==> config.mk <==
export PLATFORM = sky130hd
export DESIGN_NAME = seq_divider
export DESIGN_NICKNAME = d
export VERILOG_FILES = /design/src/rtl/cpu54_div_pkg.sv /design/src/rtl/seq_divider.sv
export SDC_FILE = /design/constraint.sdc
export NUM_CORES = 1
export LEC_CHECK = 0
export ABC_AREA = 1
export CAP_MARGIN = 20
export CORE_MARGIN = 3
export CORE_UTILIZATION = 35
export DETAILED_ROUTE_END_ITERATION = 7
export PLACE_DENSITY = 0.62
export SLEW_MARGIN = 20
export SYNTH_ARGS = -nofsm -noshare
export SYNTH_HDL_FRONTEND = slang
export SYNTH_SLANG_ARGS = --single-unit
==> constraint.sdc <==
create_clock -name clk -period 6.6 [get_ports clk]
set_clock_uncertainty 0.1 [all_clocks]
set_input_delay 1.65 -clock clk [delete_from_list [all_inputs] [get_ports clk]]
set_output_delay 1.65 -clock clk [all_outputs]
set_load 0.005 [all_outputs]
==> src/rtl/cpu54_div_pkg.sv <==
// Shared definitions for the multicycle DIV/DIVU unit.
package cpu54_div_pkg;

    localparam int DIV_WIDTH   = 32;
    localparam int DIV_LATENCY = DIV_WIDTH + 1;

    typedef enum logic [1:0] {
        S_IDLE = 2'b00,
        S_RUN  = 2'b01,
        S_FIX  = 2'b10
    } div_state_e;

    function automatic logic [DIV_WIDTH-1:0] neg_if(
        input logic                 neg,
        input logic [DIV_WIDTH-1:0] v
    );
        return neg ? (~v + 1'b1) : v;
    endfunction

    // Most negative value maps onto itself and is read as unsigned
    function automatic logic [DIV_WIDTH-1:0] abs_val(
        input logic [DIV_WIDTH-1:0] v
    );
        return neg_if(v[DIV_WIDTH-1], v);
    endfunction

endpackage

==> src/rtl/seq_divider.sv <==
// Radix-2 restoring divider for DIV/DIVU.
// Quotient drives LO, remainder drives HI.
module seq_divider
    import cpu54_div_pkg::*;
#(
    parameter int WIDTH = DIV_WIDTH,
    parameter int CNT_W = 6
) (
    input  logic             clk,
    input  logic             rst,
    input  logic             div_start,
    input  logic             divu_start,
    input  logic [WIDTH-1:0] dividend,
    input  logic [WIDTH-1:0] divisor,
    output logic [WIDTH-1:0] q,
    output logic [WIDTH-1:0] r,
    output logic             busy,
    output logic             done
);

    div_state_e       state_q, state_d;
    logic [CNT_W-1:0] cnt_q, cnt_d;
    logic [WIDTH:0]   rem_q, rem_d;
    logic [WIDTH-1:0] quo_q, quo_d;
    logic [WIDTH-1:0] dvs_q, dvs_d;
    logic [WIDTH-1:0] dvd_q, dvd_d;
    logic             qsign_q, qsign_d;
    logic             rsign_q, rsign_d;
    logic             dz_q, dz_d;
    logic [WIDTH-1:0] q_q, q_d;
    logic [WIDTH-1:0] r_q, r_d;
    logic             done_q, done_d;

    logic             sgn;
    logic [WIDTH:0]   shifted;
    logic [WIDTH:0]   diff;

    always_comb begin
        state_d = state_q;
        cnt_d   = cnt_q;
        rem_d   = rem_q;
        quo_d   = quo_q;
        dvs_d   = dvs_q;
        dvd_d   = dvd_q;
        qsign_d = qsign_q;
        rsign_d = rsign_q;
        dz_d    = dz_q;
        q_d     = q_q;
        r_d     = r_q;
        done_d  = 1'b0;
        sgn     = div_start;
        // quo_q shifts the dividend out as quotient bits shift in
        shifted = {rem_q[WIDTH-1:0], quo_q[WIDTH-1]};
        diff    = shifted - {1'b0, dvs_q};

        unique case (state_q)
            S_IDLE: begin
                if (div_start || divu_start) begin
                    state_d = S_RUN;
                    cnt_d   = '0;
                    rem_d   = '0;
                    quo_d   = sgn ? abs_val(dividend) : dividend;
                    dvs_d   = sgn ? abs_val(divisor) : divisor;
                    dvd_d   = dividend;
                    qsign_d = sgn & (dividend[WIDTH-1] ^ divisor[WIDTH-1]);
                    rsign_d = sgn & dividend[WIDTH-1];
                    dz_d    = (divisor == '0);
                end
            end
            S_RUN: begin
                if (!diff[WIDTH]) begin
                    rem_d = diff;
                    quo_d = {quo_q[WIDTH-2:0], 1'b1};
                end else begin
                    rem_d = shifted;
                    quo_d = {quo_q[WIDTH-2:0], 1'b0};
                end
                if (cnt_q == CNT_W'(WIDTH - 1)) begin
                    state_d = S_FIX;
                end else begin
                    cnt_d = cnt_q + 1'b1;
                end
            end
            S_FIX: begin
                if (dz_q) begin
                    q_d = '1;
                    r_d = dvd_q;
                end else begin
                    q_d = neg_if(qsign_q, quo_q);
                    r_d = neg_if(rsign_q, rem_q[WIDTH-1:0]);
                end
                state_d = S_IDLE;
                done_d  = 1'b1;
            end
            default: state_d = S_IDLE;
        endcase
    end

    always_ff @(posedge clk) begin
        if (!rst) begin
            state_q <= S_IDLE;
            cnt_q   <= '0;
            rem_q   <= '0;
            quo_q   <= '0;
            dvs_q   <= '0;
            dvd_q   <= '0;
            qsign_q <= 1'b0;
            rsign_q <= 1'b0;
            dz_q    <= 1'b0;
            q_q     <= '0;
            r_q     <= '0;
            done_q  <= 1'b0;
        end else begin
            state_q <= state_d;
            cnt_q   <= cnt_d;
            rem_q   <= rem_d;
            quo_q   <= quo_d;
            dvs_q   <= dvs_d;
            dvd_q   <= dvd_d;
            qsign_q <= qsign_d;
            rsign_q <= rsign_d;
            dz_q    <= dz_d;
            q_q     <= q_d;
            r_q     <= r_d;
            done_q  <= done_d;
        end
    end

    assign busy = (state_q != S_IDLE);
    assign done = done_q;
    assign q    = q_q;
    assign r    = r_q;

endmodule

## After elaboration in Yosys (flattened, before gate mapping)

Cells that the tools add are included.
W data, S select, Z words.

| word-level totals | value |
|---|---|
| word-level logic and storage cells | 61 |
| register bits after elaboration | 204 |
| bits of input ports | 68 |

| operators by class | value |
|---|---|
| add/subtract/negate cells | 6 |
| muxes and demuxes | 21 |
| eq/ne operators | 6 |
| reduce and logical (&&, ||, !) cells | 9 |
| bitwise logic cells | 7 |

Operator list:

| cell | number |
|---|---|
| $mux W32 | 11 |
| $add A32 B1 Y32 const B | 4 |
| $not A32 Y32 | 4 |
| $pmux W32 S2 | 2 |
| $sub A33 B32 Y33 | 1 |
| $logic_not A32 Y1 | 1 |
| $mux W6 | 2 |
| $pmux W6 S2 | 1 |
| $add A6 B1 Y6 const B | 1 |
| $eq A6 B5 Y1 const B | 1 |
| $ne A2 B2 Y1 const B | 3 |
| $reduce_and A2 Y1 | 3 |
| $mux W2 | 2 |
| $pmux W2 S2 | 1 |
| $reduce_bool A2 Y1 | 2 |
| $reduce_and A3 Y1 | 1 |
| $and A1 B1 Y1 | 2 |
| $eq A2 B1 Y1 const B | 1 |
| $eq A2 B2 Y1 const B | 1 |
| $logic_not A2 Y1 | 1 |
| $mux W1 | 2 |
| $logic_or A1 B1 Y1 | 1 |
| $xor A1 B1 Y1 | 1 |

## Longest topological paths before layout

| depth | value |
|---|---|
| depth in word-level cells | 6 |
| gate-level depth with buffers | 18 |
| gate-level depth less buffers | 17 |

## Least setup slack after synthesis

OpenSTA, ideal clock, no wires.

| path | value |
|---|---|
| kind | input to register |
| start point | in divisor[0] |
| end point | reg dvs_q[28] |
| setup time | 0.117 ns |
| arrival time | 2.945 ns |
| stages | 11 |
| path slack | 3.438 ns |
| cell sequence | inv_1 > ha_1 > nand4_1 > nor3_2 > nand3_1 > nor3_1 > nand2_1 > nand3_1 > nand2_1 > nor2_1 > nor2_1 |

| on the way | value |
|---|---|
| word-level cells in the longest chain between the ends | 4 |

RTL lines:

| what | RTL line | text |
|---|---|---|
| from (decl) | seq_divider.sv:14 | `input logic [WIDTH-1:0] divisor,` |
| $not A32 Y32 | cpu54_div_pkg.sv:17 | `return neg ? (~v + 1'b1) : v;` |
| $add A32 B1 Y32 | cpu54_div_pkg.sv:17 |  |
| $mux W32 | cpu54_div_pkg.sv:17 |  |
| $mux W32 | seq_divider.sv:63 | `dvs_d = sgn ? abs_val(divisor) : divisor;` |
| to (signal assigned) | seq_divider.sv:118 | `dvs_q <= dvs_d;` |
| to (decl) | seq_divider.sv:25 | `logic [WIDTH-1:0] dvs_q, dvs_d;` |

No other way between the ends.
A chain may end at the register's enable or synchronous reset.

## Worst setup path after layout

| path | value |
|---|---|
| start point | in div_start |
| end point | reg quo_q[28] |

| on the way | value |
|---|---|
| word-level cells in the longest chain between the ends | 3 |
| elaborated cells on any way between the ends | 6 |

RTL lines:

| what | RTL line | text |
|---|---|---|
| from (decl) | seq_divider.sv:11 | `input logic div_start,` |
| $mux W32 or $logic_or A1 B1 Y1 (tied branches) | seq_divider.sv:62, seq_divider.sv:58 |  |
| $mux W32 or $ne A2 B2 Y1 (tied branches) | - |  |
| $pmux W32 S2 or $reduce_and A2 Y1 (tied branches) | - |  |
| to (signal assigned) | seq_divider.sv:117 | `quo_q <= quo_d;` |
| to (decl) | seq_divider.sv:24 | `logic [WIDTH-1:0] quo_q, quo_d;` |

Parallel ways exist; a longest one is shown, timed or not. The select of a mux whose other input is x is not followed.

==> key figures <==
Status
  – Status: complete, no violations

Place
  – Placed Instances: 2861
  – Port-buffer cells: 133
  – Final HPWL from detailed placement: 37500 um
  – Pre-CTS WS: 2.01 ns
  – Placer Congestion: 0.943

Detailed routing
  – # DRC: 0
  – Detailed-route via count: 15000
  – Router iterations before antenna repair: 5
  – Via density: 5.15
  – Post-DRT Antenna Nets: 0
  – DR WL/cell: 16.9 um
  – Starting DRC count in detailed routing: 1374
  – DRT Wirelength: 49200 um

Timing
  – Rel. slew slack: 0.323
  – Worst-Margin Slew: 1.01 ns
  – Fmax achieved: 0.248 GHz
  – Part of the cycle the worst path needs: 0.611
  – Final setup fails: 0
  – Slew Viols, Final: 0
  – Minimum clock period: 4.03 ns
  – Endpoints failing hold: 0
  – Setup Total Neg Slack: 0 ns
  – Unrepaired setup endpoints after global routing: false
  – Setup ws final: 2.57 ns

Final layout
  – Synth-to-Final Area Change: 18.4%
  – End-of-flow core utilization: 0.424
  – Most frequent cells in the layout: nand2_1, inv_1, nor2_1
  – Layout cells sized above 1: 0.0398
  – Nets: 2476
  – Most common cell after layout, fill and taps aside: nand2_1
  – Diodes inserted: 0
  – Fin cells: 2906

Worst setup path
  – CP max stage delay: 0.72 ns
  – WP data arrival: 4.36 ns
  – CP Capture Type: flop
  – Max FO, Critical Path: 57
  – Worst Path Buf+Inv: 4
  – Worst Path Required: 6.93 ns
  – Crit path cell chain: clkdlybuf4s50_1 > o21ai_4 > inv_2 > nor2_4 > inv_1 > o22ai_1 > a21oi_1 > o21ai_0 > nand2_1 > inv_1
  – CP max-delay cell: inv_1
  – Most common cell on crit path: inv_1
  – CP delay by family, top: buffers and inverters
  – WS Path Type: primary input to flop
  – Crit start category: primary input

Global routing
  – GRT Util Overall: 0.227
  – Global-route wire length before repair: 76400 um
  – Initial antenna violation count: 0
  – Vias in the first global route: 13900
  – Largest net degree at the start of global routing: 94
  – Congestion Overflow GR: 0

Floorplanning
  – # rows: 72
  – Initial core utilization: 0.358
  – DIE AREA: 42400 um2
  – Chip width: 206 um
  – Die Y: 206 um
  – Core region area: 39100 um2
  – IO Count: 134

Clock tree
  – Root Driver: clkbuf_16
  – CTS tree: built
  – Clk_lat worst skew: 0.55 ns
  – Post-cts repair resize count: 0
  – Setup Fix Bufs, Post-CTS: 0
  – Max Root-Sink Buffers: 3
  – Htree depth: 1
  – Clock slew at reported path FFs: 0.06 ns
  – CTS Buf Count: 25
  – CTS Sinks: 204
  – Post-cts hold buffer count: 0

Synthesis
  – Fraction of the yosys area taken by sequential cells: 0.292
  – FFs w/ async S/R, synth: 0
  – Warnings, synthesis: 0
  – Mapped cell area: 14000 um2
  – Distinct cells, synth: 47
  – Primary FF master, synth: dfxtp_1
  – Synthesized net count: 2396
  – Gate Count Post-Synth: 2290
  – EDFF count, synth: 0
  – #FFs+latches synth: 204
  – Avg Cell Area, Syn: 6.11 um2

Pwr
  – P_leak: 7.73 nW
  – Pwr Density: 300 nW/um2
  – Peak supply drop: 0.173 mV

Flow run
  – Max-cap check violation count: 0

Min path
  – Type of the worst min-delay path: flop to flop
==> layout make-up <==
class | instances | area [um2]
multi-input combinational | 1628 | 8150
clock buffer | 36 | 757
sequential | 204 | 4080
timing repair buffer | 142 | 1390
tap | 518 | 648
clock inverter | 9 | 151
fill | 4269 | 22500
inverter | 369 | 1390
==> cell usage after synthesis (14+ instances only) <==
library cell / n / area, um2
nand3b_1: 14 / 105
buf_2: 14 / 70.1
inv_1: 361 / 1360
a21oi_1: 180 / 901
nand2_1: 573 / 2150
ha_1: 37 / 463
clkbuf_1: 58 / 218
dfxtp_1: 204 / 4080
o211ai_1: 14 / 105
nor3_1: 32 / 160
a211oi_1: 16 / 120
xnor2_1: 20 / 175
o21ai_0: 141 / 706
o22ai_1: 31 / 194
nand4_1: 22 / 138
xor2_1: 45 / 394
o221ai_1: 18 / 158
nor2_1: 235 / 882
nand3_1: 158 / 791
==> report_power, final <==
group          total [mW]  switching (mW)  internal (mW)
registers            1.46           0.110           1.35
logic                2.01            1.35          0.658
clock network        1.51           0.562          0.949
==> worst paths after layout <==
kind | from | end | slack [ns] | cells past startpoint
min | dvd_q[12] | dvd_q[12] | 0.34 | 2
min reg2reg | dvd_q[12] | dvd_q[12] | 0.34 | 2
max reg2reg | state_q[1] | q[16] | 3.39 | 8
max | div_start | quo_q[28] | 2.57 | 10
==> kinds of logic after synthesis <==
logic type      Yosys count  share of synthesized area
simple gates           1080                      0.328
fa+ha+maj                38                     0.0345
xor+xnor                 65                     0.0407
compound gates          445                      0.179
flops                   204                      0.292
buf+inv                 458                      0.127
==> stage by stage <==
step / hold slack, ns / instance area [um2] / power [mW]
3_3_place_gp: 0.333 / 15700 / 3.44
4_1_cts: 0.346 / 16600 / 4.98
2_1_floorplan: 0.323 / 14000 / 2.90
5_1_grt: 0.363 / 16600 / 5.33
3_5_place_dp: 0.337 / 15700 / 3.46
6_report: 0.345 / 16600 / 4.98
==> layer usage <==
metal  vias up  routed length, um  GRT usage
li1       7555                  -          -
met2       457              22100      0.364
met1      6881              23000      0.323
met5         -                  0          0
met4         0               1150     0.0526
met3        65               2930     0.0309
==> worst reg2reg max path: stages, from the launching register on <==
cell      delay [ns]
dfxtp_1         0.41
nand2_2         0.07
buf_4           0.29
nor2_2          0.75
clkinv_1        0.87
a21oi_1         0.31
o21ai_0         0.15
o211ai_1        0.11
inv_1           0.06
==> state kept, by name, indices dropped and copies added (netlist names) <==
register	flops
dvd_q	32
dvs_q	32
q	32
quo_q	32
r	32
rem_q	32
cnt_q	6
state_q	2
done	1
dz_q	1
qsign_q	1
rsign_q	1
No activity file was read; power rests on OpenSTA's default activity.
